<file path="src/rtl/UART_host_pkg.sv">
// Shared types for the UART host packet block.
// State encoding, header field layout and serial bit timing.
package UART_host_pkg;

  typedef enum logic [1:0] {
    IDLE,
    HDR,
    DATA,
    CKSUM
  } state_t;

  localparam int HDR_STALE_BIT = 7;
  localparam int HDR_LEN_LSB   = 0;
  localparam int HDR_LEN_W     = 4;

  localparam int BAUD_CYC = 16;

endpackage

</file>
<file path="src/rtl/UART_rx.sv">
// 8N1 serial receiver sampling mid-bit.
// rdy holds until clr_rdy; a new byte wins over a clear.
module UART_rx
  import UART_host_pkg::*;
(
  input  logic       clk,
  input  logic       rst_n,
  input  logic       RX,
  input  logic       clr_rdy,
  output logic [7:0] rx_data,
  output logic       rdy
);

  localparam logic [7:0] BAUD_M1 = 8'(BAUD_CYC - 1);
  localparam logic [7:0] HALF    = 8'(BAUD_CYC / 2);

  logic       r_s1, r_s2;
  logic       r_busy;
  logic [7:0] r_cnt;
  logic [3:0] r_bit;
  logic [7:0] r_shift;
  logic [7:0] r_data;
  logic       r_rdy;

  always_ff @(posedge clk or negedge rst_n) begin
    if (!rst_n) begin
      r_s1    <= 1'b1;
      r_s2    <= 1'b1;
      r_busy  <= 1'b0;
      r_cnt   <= '0;
      r_bit   <= '0;
      r_shift <= '0;
      r_data  <= '0;
      r_rdy   <= 1'b0;
    end else begin
      r_s1 <= RX;
      r_s2 <= r_s1;
      if (clr_rdy) r_rdy <= 1'b0;
      if (!r_busy) begin
        if (!r_s2) begin
          r_busy <= 1'b1;
          r_cnt  <= HALF;
          r_bit  <= '0;
        end
      end else if (r_cnt != 8'd0) begin
        r_cnt <= r_cnt - 8'd1;
      end else begin
        r_cnt <= BAUD_M1;
        if (r_bit == 4'd9) begin
          r_busy <= 1'b0;
          r_data <= r_shift;
          r_rdy  <= 1'b1;
        end else begin
          if (r_bit != 4'd0) r_shift <= {r_s2, r_shift[7:1]};
          r_bit <= r_bit + 4'd1;
        end
      end
    end
  end

  assign rx_data = r_data;
  assign rdy     = r_rdy;

endmodule

</file>
<file path="src/rtl/UART_tx.sv">
// 8N1 serial transmitter, LSB first.
// tx_done pulses for one cycle at the end of the stop bit.
module UART_tx
  import UART_host_pkg::*;
(
  input  logic       clk,
  input  logic       rst_n,
  input  logic       trmt,
  input  logic [7:0] tx_data,
  output logic       TX,
  output logic       tx_done
);

  localparam logic [7:0] BAUD_M1 = 8'(BAUD_CYC - 1);

  logic [9:0] r_shift;
  logic [7:0] r_cnt;
  logic [3:0] r_bit;
  logic       r_busy;
  logic       r_done;

  always_ff @(posedge clk or negedge rst_n) begin
    if (!rst_n) begin
      r_shift <= '1;
      r_cnt   <= '0;
      r_bit   <= '0;
      r_busy  <= 1'b0;
      r_done  <= 1'b0;
    end else begin
      r_done <= 1'b0;
      if (!r_busy) begin
        if (trmt) begin
          r_shift <= {1'b1, tx_data, 1'b0};
          r_busy  <= 1'b1;
          r_cnt   <= BAUD_M1;
          r_bit   <= '0;
        end
      end else if (r_cnt != 8'd0) begin
        r_cnt <= r_cnt - 8'd1;
      end else if (r_bit == 4'd9) begin
        r_busy <= 1'b0;
        r_done <= 1'b1;
      end else begin
        r_shift <= {1'b1, r_shift[9:1]};
        r_bit   <= r_bit + 4'd1;
        r_cnt   <= BAUD_M1;
      end
    end
  end

  assign TX      = r_shift[0];
  assign tx_done = r_done;

endmodule

</file>
<file path="src/rtl/uart_host_pkt.sv">
// Sends a shadowed controller packet over UART when the host asks.
// Optional header/checksum framing and stale-data timeout.
module uart_host_pkt
  import UART_host_pkg::*;
#(
  parameter int         NUM_BYTES   = 4,
  parameter logic [7:0] REQ_BYTE    = 8'hC6,
  parameter bit         HDR_EN      = 1'b0,
  parameter bit         CKSUM_EN    = 1'b0,
  parameter int         TIMEOUT_CYC = 0
) (
  input  logic                   clk,
  input  logic                   rst_n,
  input  logic [8*NUM_BYTES-1:0] cntlr_data,
  input  logic                   set_cntlr_data_rdy,
  input  logic                   RX,
  output logic                   TX,
  output logic                   busy,
  output logic                   pkt_sent,
  output logic [7:0]             stale_cnt
);

  localparam int          W    = 8 * NUM_BYTES;
  localparam logic [3:0]  NB4  = 4'(NUM_BYTES);
  localparam logic [3:0]  LAST = 4'(NUM_BYTES - 1);
  localparam logic [15:0] TMO  = 16'(TIMEOUT_CYC);

  state_t      r_state;
  logic [3:0]  r_idx;
  logic [15:0] r_tmo;
  logic        r_req;
  logic        r_fresh;
  logic [W-1:0] r_shadow;
  logic [W-1:0] r_send;
  logic        r_trmt;
  logic [7:0]  r_tx_byte;
  logic        r_pkt_sent;
  logic [7:0]  r_stale_cnt;

  logic        w_rx_rdy;
  logic [7:0]  w_rx_data;
  logic        w_tx_done;
  logic        w_req_hit;
  logic        w_expired;
  logic        w_start;
  logic [7:0]  w_hdr;
  logic [7:0]  w_first;
  logic [7:0]  w_next;
  logic [7:0]  w_cksum;

  UART_rx u_rx (
    .clk     (clk),
    .rst_n   (rst_n),
    .RX      (RX),
    .clr_rdy (w_rx_rdy),
    .rx_data (w_rx_data),
    .rdy     (w_rx_rdy)
  );

  UART_tx u_tx (
    .clk     (clk),
    .rst_n   (rst_n),
    .trmt    (r_trmt),
    .tx_data (r_tx_byte),
    .TX      (TX),
    .tx_done (w_tx_done)
  );

  assign w_req_hit = w_rx_rdy && (w_rx_data == REQ_BYTE);
  assign w_expired = (TMO != 16'd0) && (r_tmo == TMO);
  assign w_start   = (r_state == IDLE) && r_req
                   && (r_fresh || w_expired);

  always_comb begin
    w_hdr = '0;
    w_hdr[HDR_STALE_BIT] = !r_fresh;
    w_hdr[HDR_LEN_LSB +: HDR_LEN_W] = NB4;
  end

  assign w_first = HDR_EN ? w_hdr : r_shadow[7:0];

  always_comb begin
    w_next  = '0;
    w_cksum = '0;
    for (int k = 0; k < NUM_BYTES; k++) begin
      if (4'(k) == r_idx + 4'd1) w_next = r_send[8*k +: 8];
      w_cksum = w_cksum ^ r_send[8*k +: 8];
    end
  end

  always_ff @(posedge clk or negedge rst_n) begin
    if (!rst_n) begin
      r_state     <= IDLE;
      r_idx       <= '0;
      r_tmo       <= '0;
      r_req       <= 1'b0;
      r_fresh     <= 1'b0;
      r_shadow    <= '0;
      r_send      <= '0;
      r_trmt      <= 1'b0;
      r_tx_byte   <= '0;
      r_pkt_sent  <= 1'b0;
      r_stale_cnt <= '0;
    end else begin
      r_trmt     <= 1'b0;
      r_pkt_sent <= 1'b0;
      if (w_start) r_tmo <= '0;
      else if ((TMO != 16'd0) && (r_state == IDLE) && r_req
               && !r_fresh && !w_expired)
        r_tmo <= r_tmo + 16'd1;
      unique case (r_state)
        IDLE: if (w_start) begin
          r_send    <= r_shadow;
          r_req     <= 1'b0;
          r_fresh   <= 1'b0;
          r_trmt    <= 1'b1;
          r_tx_byte <= w_first;
          r_idx     <= '0;
          if (!r_fresh && r_stale_cnt != 8'hFF)
            r_stale_cnt <= r_stale_cnt + 8'd1;
          r_state <= HDR_EN ? HDR : DATA;
        end
        HDR: if (w_tx_done) begin
          r_trmt    <= 1'b1;
          r_tx_byte <= r_send[7:0];
          r_idx     <= '0;
          r_state   <= DATA;
        end
        DATA: if (w_tx_done) begin
          if (r_idx != LAST) begin
            r_trmt    <= 1'b1;
            r_tx_byte <= w_next;
            r_idx     <= r_idx + 4'd1;
          end else if (CKSUM_EN) begin
            r_trmt    <= 1'b1;
            r_tx_byte <= w_cksum;
            r_state   <= CKSUM;
          end else begin
            r_pkt_sent <= 1'b1;
            r_state    <= IDLE;
          end
        end
        CKSUM: if (w_tx_done) begin
          r_pkt_sent <= 1'b1;
          r_state    <= IDLE;
        end
        default: r_state <= IDLE;
      endcase
      // a new request or data pulse in the start cycle survives the clear
      if (w_req_hit) r_req <= 1'b1;
      if (set_cntlr_data_rdy) begin
        r_shadow <= cntlr_data;
        r_fresh  <= 1'b1;
      end
    end
  end

  assign busy      = (r_state != IDLE);
  assign pkt_sent  = r_pkt_sent;
  assign stale_cnt = r_stale_cnt;

endmodule

</file>
<file path="config.mk">
export PLATFORM = sky130hd
export DESIGN_NAME = uart_host_pkt
export DESIGN_NICKNAME = d
export VERILOG_FILES = /design/src/rtl/UART_host_pkg.sv /design/src/rtl/UART_rx.sv /design/src/rtl/UART_tx.sv /design/src/rtl/uart_host_pkt.sv
export SDC_FILE = /design/constraint.sdc
export NUM_CORES = 1
export LEC_CHECK = 0
export CAP_MARGIN = 20
export CORE_MARGIN = 3
export CORE_UTILIZATION = 40
export CTS_CLUSTER_SIZE = 8
export DETAILED_ROUTE_END_ITERATION = 6
export PLACE_DENSITY = 0.6
export SLEW_MARGIN = 20
export SYNTH_ARGS = -nofsm -noshare
export SYNTH_HDL_FRONTEND = slang
export SYNTH_SLANG_ARGS = --single-unit
</file>
<file path="constraint.sdc">
create_clock -name clk -period 7 [get_ports clk]
set_input_delay 0.7 -clock clk [delete_from_list [all_inputs] [get_ports clk]]
set_output_delay 0.7 -clock clk [all_outputs]
set_load 0.005 [all_outputs]
</file>
==> flow_summary.json <==
{
  "status": "complete, no violations",
  "grt.overflow.total": 0,
  "grt_max_degree": 91,
  "worstHoldPathType": "in -> async",
  "whs_ns": 0.243,
  "rows": 45,
  "power.density_nw_per_um2": 242,
  "synth_cell_type_count": 52,
  "ir_worst_vdd_uv": 208,
  "coreArea_um2": 15300,
  "grt_util_all_layers": 0.161,
  "cts_tree": "built",
  "routed-via-count": 4348,
  "drc": 0,
  "cts_max_level": 4,
  "crit_fanout": 11,
  "synth.area.mux_share": 0.0972,
  "synth.area.top_cells": "dfrtp_1, mux2_2, nand2_1",
  "cts_buffers": 17,
  "cts_sinks": 144,
  "p_total_mw": 1.82,
  "clock_latency_ns": 0.42,
  "final_util": 0.491,
  "cpPeakStageDelay_ns": 0.58,
  "globalplace.congestion": 0.853,
  "clk_path_buf_depth": 2,
  "netlist_top_cells_count": "dfrtp_1, nand2_1, mux2_2",
  "setup-violations-final": 0,
  "post-dp-hpwl_um": 8680,
  "rsz0062_at_grt": "no",
  "place_ws_ns": 4.39,
  "drt_first_pass_iters": 4,
  "wl_per_cell_um": 15.2,
  "yosysWarnings": 0,
  "synth-seq-cells": 144,
  "fin_skew_ns": 0.00881,
  "vias_per_cell": 5.11,
  "cts_root_buffer": "clkbuf_16",
  "maxCapViolCount": 0,
  "cts_resized": 0,
  "fin_ws_ns": 4.37,
  "synth_simple_gate_area_frac": 0.146,
  "fin_cells": 851,
  "synth_top_family_by_area": "simple AND/OR/NAND/NOR gates",
  "critPathMostFrequentCell": "or4_4",
  "grt_pass1_vias": 4482,
  "synth_area_um2": 6270,
  "async_reset_ff_frac": 1.00,
  "ys_seq_area_frac": 0.577,
  "hold_buffers": 0,
  "fmax_mhz": 381,
  "min_period_ns": 2.63,
  "path_cells": "or4_4 > or4_4 > nor3_2 > mux2_2",
  "netlist.area_leader.share": 0.531,
  "cpMaxStageDelayCell": "or4_4",
  "crit_path_end_kind": "register",
  "critPathTopFamily": "simple AND/OR/NAND/NOR gates",
  "critical_path_class": "reg -> reg",
  "synthAdderAreaFrac": 0.0260,
  "antenna_left": 0,
  "area_delta_synth_final_pct": 19.6,
  "synth.most_common_cell": "dfrtp_1",
  "diodes": 0,
  "required_ns": 7.29,
  "worst_slew_pin_slew_ns": 0.788,
  "finalInstanceArea_um2": 7500,
  "crit_buf_inv": 0,
  "finalSetupTns_ns": 0,
  "synth_nets": 636,
  "leakagePower_nw": 3.40,
  "start_kind": "register",
  "clkTransAtPathRegs_ns": 0.06,
  "fp.dieH_um": 131,
  "synth_edf_count": 0,
  "routed_wirelength_um": 12900,
  "placed_area_um2": 6910,
  "relSlewSlack": 0.475,
  "dp.cells": 819,
  "fp.dieW_um": 131,
  "synth_ff_type": "dfrtp_1",
  "synthCells": 587,
  "post_cts_buffers": 0,
  "drive_gt1_frac": 0.155,
  "antenna_found_initial": 0,
  "grt_first_pass_wirelength_um": 22500,
  "synth_compound_area_frac": 0.116,
  "avgSynthCellArea_um2": 10.7,
  "drv_slew": 0,
  "numPortBuffers": 46,
  "io-pin-count": 47,
  "initial_core_util": 0.411,
  "fin_crit_sh": 0.375,
  "fin_nets": 676,
  "hold_violations": 0,
  "synthXorXnorAreaFrac": 0.00699,
  "nFillCells": 1405,
  "worst_ep_arrival_time_ns": 2.92,
  "drt-initial-drc-count": 227,
  "yosys.area.top_type": "dfrtp_1",
  "dieArea_um2": 17200
}
## power breakdown
part | switching (mW) | leakage (nW) | internal (mW)
logic | 0.0262 | 1.25 | 0.0349
registers | 0.0123 | 1.87 | 0.853
clock network | 0.352 | 0.274 | 0.537
total | 0.390 | 3.40 | 1.43
## routing by layer
metal  track usage  up-vias  wire, um  part of all wire
met5             0        -         0                 0
li1              -     2107         -                 -
met2         0.253       78      6100              0.47
met3        0.0467       17       474             0.037
met4        0.0490        0       178             0.014
met1         0.216     2146      6150              0.48
## worst paths after layout
| kind | startpoint | end | slack (ns) | depth (start not counted) |
|---|---|---|---|---|
| worst max-delay path | u_rx.r_cnt[5] | u_rx.rx_data[6] | 4.37 | 4 |
| worst max register to register | u_rx.r_cnt[5] | u_rx.rx_data[6] | 4.37 | 4 |
| min in group clk | u_rx.r_s1 | u_rx.r_s2 | 0.36 | 0 |
| worst min register to register | u_rx.r_s1 | u_rx.r_s2 | 0.36 | 0 |
| max in group asynchronous | rst_n | r_shadow[7] | 5.60 | 2 |
| worst min-delay path | rst_n | u_tx.r_cnt[5] | 0.24 | 1 |
## flip-flops by register name (all words and copies together) (netlist names), 4 cells and up
register / cells
r_send: 32
u_tx.r_shift: 9
u_rx.r_shift: 8
u_rx.r_bit: 4
u_tx.r_cnt: 8
u_rx.r_cnt: 8
r_tx_byte: 8
u_tx.r_bit: 4
stale_cnt: 8
r_idx: 4
u_rx.rx_data: 8
r_shadow: 32
## layout make-up
| class | instances | area, um^2 | area share |
|---|---|---|---|
| clock buffers | 21 | 450 | 0.0601 |
| clock inverters | 11 | 131 | 0.0175 |
| inverters | 20 | 75.1 | 0.0100 |
| multi-input cells | 394 | 2460 | 0.329 |
| flip-flops and latches | 144 | 3620 | 0.482 |
| well taps | 211 | 264 | 0.0352 |
| repair buffers | 50 | 495 | 0.0661 |
## layout by cell type (no fill, tap or decap), drive strengths merged, types with 14 or more instances in the layout
cell type	netlist	final
nand2	129	129
o21ai	44	44
mux2	47	47
inv	20	22
a21oi	18	18
clkdlybuf4s50	0	45
clkbuf	25	21
dfrtp	133	133
nor2	23	23
nor3	14	14
## logic make-up after synthesis
kind of cell	after synthesis
flops	144
fa+ha+maj	13
mux	55
xor+xnor	5
buf+inv	49
compound gates	114
simple gates	207
## worst reg2reg max path, cell delays in order (launching register included)
cell	delay, ns
dfrtp_1	0.42
or4_4	0.58
or4_4	0.51
nor3_2	0.58
mux2_2	0.42
Note: power is estimated with default switching activity, not from simulation.
==> patch (config.mk and constraints unchanged) <==
Add an input register stage for `RX`; this delays it by one clock. The other inputs are not delayed to match.
--- a/src/rtl/uart_host_pkt.sv
+++ b/src/rtl/uart_host_pkt.sv
@@ -25,6 +25,12 @@
   localparam logic [3:0]  LAST = 4'(NUM_BYTES - 1);
   localparam logic [15:0] TMO  = 16'(TIMEOUT_CYC);
 
+  logic RX_q;
+
+  always_ff @(posedge clk) begin
+    RX_q <= RX;
+  end
+
   state_t      r_state;
   logic [3:0]  r_idx;
   logic [15:0] r_tmo;
@@ -51,7 +57,7 @@
   UART_rx u_rx (
     .clk     (clk),
     .rst_n   (rst_n),
-    .RX      (RX),
+    .RX      (RX_q),
     .clr_rdy (w_rx_rdy),
     .rx_data (w_rx_data),
     .rdy     (w_rx_rdy)
Behaviour: no difference found for any inputs over 10 cycles, from zero or initial values and one cycle with rst_n low; that may be too few to reach the edited logic, so the function may still have changed.
==> patch against the unedited design <==
Sequential cell count rose by 1. Power fell by 0.29%. Setup slack improved by 360 ps. Area after synthesis rose by 1.5%. Sequential power rose by 0.9%. Final area rose by 0.88%. Routed wire length fell by 5.2%. Non-clock buffer count did not move.
==> patch: results (changes against the unedited design) <==
cell count after placement=812 (was 819); worst min path class=in2async (unchanged); dpl ws=4820 ps (was 4390 ps); non-filler instance count after layout=844 (was 851); fin nets=669 (was 676); wl on met1=5944 um (was 6149 um); Top delay family on crit path=flip-flops (was simple AND/OR/NAND/NOR gates); Final Cycle Share=32.43% (was 37.52%); largest net degree at the start of global routing=74 (was 91); placer's final routability congestion estimate=0.8596 (was 0.8534); ANT cells=0 (unchanged); DP HPWL=8443 um (was 8678 um); first-pass GRT wire length=20870 um (was 22540 um); Synth Area per Inst=10.96 sq um (was 10.67 sq um); vias in the first global route=4324 (was 4482); DR WL/cell=14.50 um (was 15.17 um); fillers=1364 (was 1405); Max Fanout on Critical Path=11 (unchanged); CP Data Arrival Time=1570 ps (was 2920 ps); routed wl met3=540 um (was 474 um); initial antenna violation count=0 (unchanged); R2R cell count=7 (was 4); total CTS buffers=17 (unchanged); layout cells sized above 1=17.38% (was 15.47%); vias per cell=5.041 (was 5.109); GRT Total Usage=14.67% (was 16.05%); Clock Skew=8.125 ps (was 8.814 ps); Worst-path clk slew=60 ps (about the same); Seq/Total Area, Yosys=57.20% (was 57.73%); slowest cell on the critical path=dfrtp_1 (was or4_4); CTS Hold Bufs=0 (unchanged); DRT iter0 DRCs=295 (was 227); Critical R2R Launch=r_idx[0] (was u_rx.r_cnt[5]); Area contributors post-synth=dfrtp_1 52%, mux2_2 8.5%, nand2_1 7.6% (was dfrtp_1 53%, mux2_2 8.4%, nand2_1 7.7%); Yosys cell types=60 (was 52); Max transition margin=40.42% (was 47.48%); clock latency on the worst-skew pair=410 ps; post-synthesis async set-or-reset flop share=99.31% (was 100.0%); Syn Nets=629 (was 636); Post-synth top cells=133 x dfrtp_1, 129 x nand2_1, 48 x mux2_2 (was 133 x dfrtp_1, 129 x nand2_1, 47 x mux2_2); reg2reg end=r_tx_byte[2] (was u_rx.rx_data[6]); DP Area=6985 sq um (was 6907 sq um); main flop type after synthesis=dfrtp_1 (unchanged); I/O Buffers=46 (unchanged); run status=finished clean (unchanged); max incr delay on CP=580 ps (about the same); met2 routed WL=5627 um (was 6104 um); Leak=3.507 nW (was 3.395 nW); Worst VDD drop=0.2121 mV (was 0.2081 mV)
patch: changes by cell type after synthesis, moves of 5 or more:
cell,delta
o21ai_1,+11
a221oi_1,-5
xor2_1,+5
a2bb2oi_1,-5
clkbuf_1,-9
o21ai_0,-27
nor2_1,+5
or3_1,+5
o2bb2ai_1,-5
a221o_1,+5
nor3_1,-10
buf_2,+9
patch: worst max path at each step:
stage / cells past startpoint / end / from
detailed placement: 7 / r_tx_byte[2] / r_idx[0]
global placement: 2 / u_rx.r_cnt[5] / rst_n
global route: 7 / r_tx_byte[2] / r_idx[0]
finish: 1 / busy / r_state[1]
floorplan: 7 / r_tx_byte[0] / r_idx[0]
CTS: 1 / busy / r_state[1]
patch: area by class of cell:
type                       instances  share of cell area [%]
sequential                       145                   48.09
inverter                          16                  0.7940
multi-input combinational        390                   33.48
timing repair buffer              50                   6.501
tap                              211                   3.490
clock inverter                    10                   1.505
clock buffer                      22                   6.137
patch: where the power goes:
part	internal, W	total, W	switching [W]	leakage (nW)
Clock	0.000542	0.000877	0.000335	0.284
Combinational	0.0000347	0.0000602	0.0000255	1.34
Sequential	0.000859	0.000873	0.0000140	1.88
Total	0.00144	0.00181	0.000374	3.51
patch: cell families after synthesis:
group / count (synthesis) / synth area share (%)
fa+ha+maj: 13 / 2.558
simple gates: 212 / 15.58
flops: 145 / 57.20
compound gates: 101 / 10.78
mux: 56 / 9.760
buf+inv: 45 / 3.011
xor+xnor: 8 / 1.102
patch: layer usage:
layer	global-route usage [%]	up-vias
li1	-	2065
met1	20.15	2109
met2	22.46	69
met3	4.771	12
met4	4.084	0
met5	0	-
patch: per-stage QoR:
stage	total power [W]	util (%)	hold WS (ps)
6_report	0.001810	49.21	283.2
5_1_grt	0.001874	49.21	325.8
4_1_cts	0.001835	49.21	307.9
3_5_place_dp	0.0009502	45.45	292.8
3_3_place_gp	0.0009482	45.45	291.2
2_1_floorplan	0.0009054	-	283.9
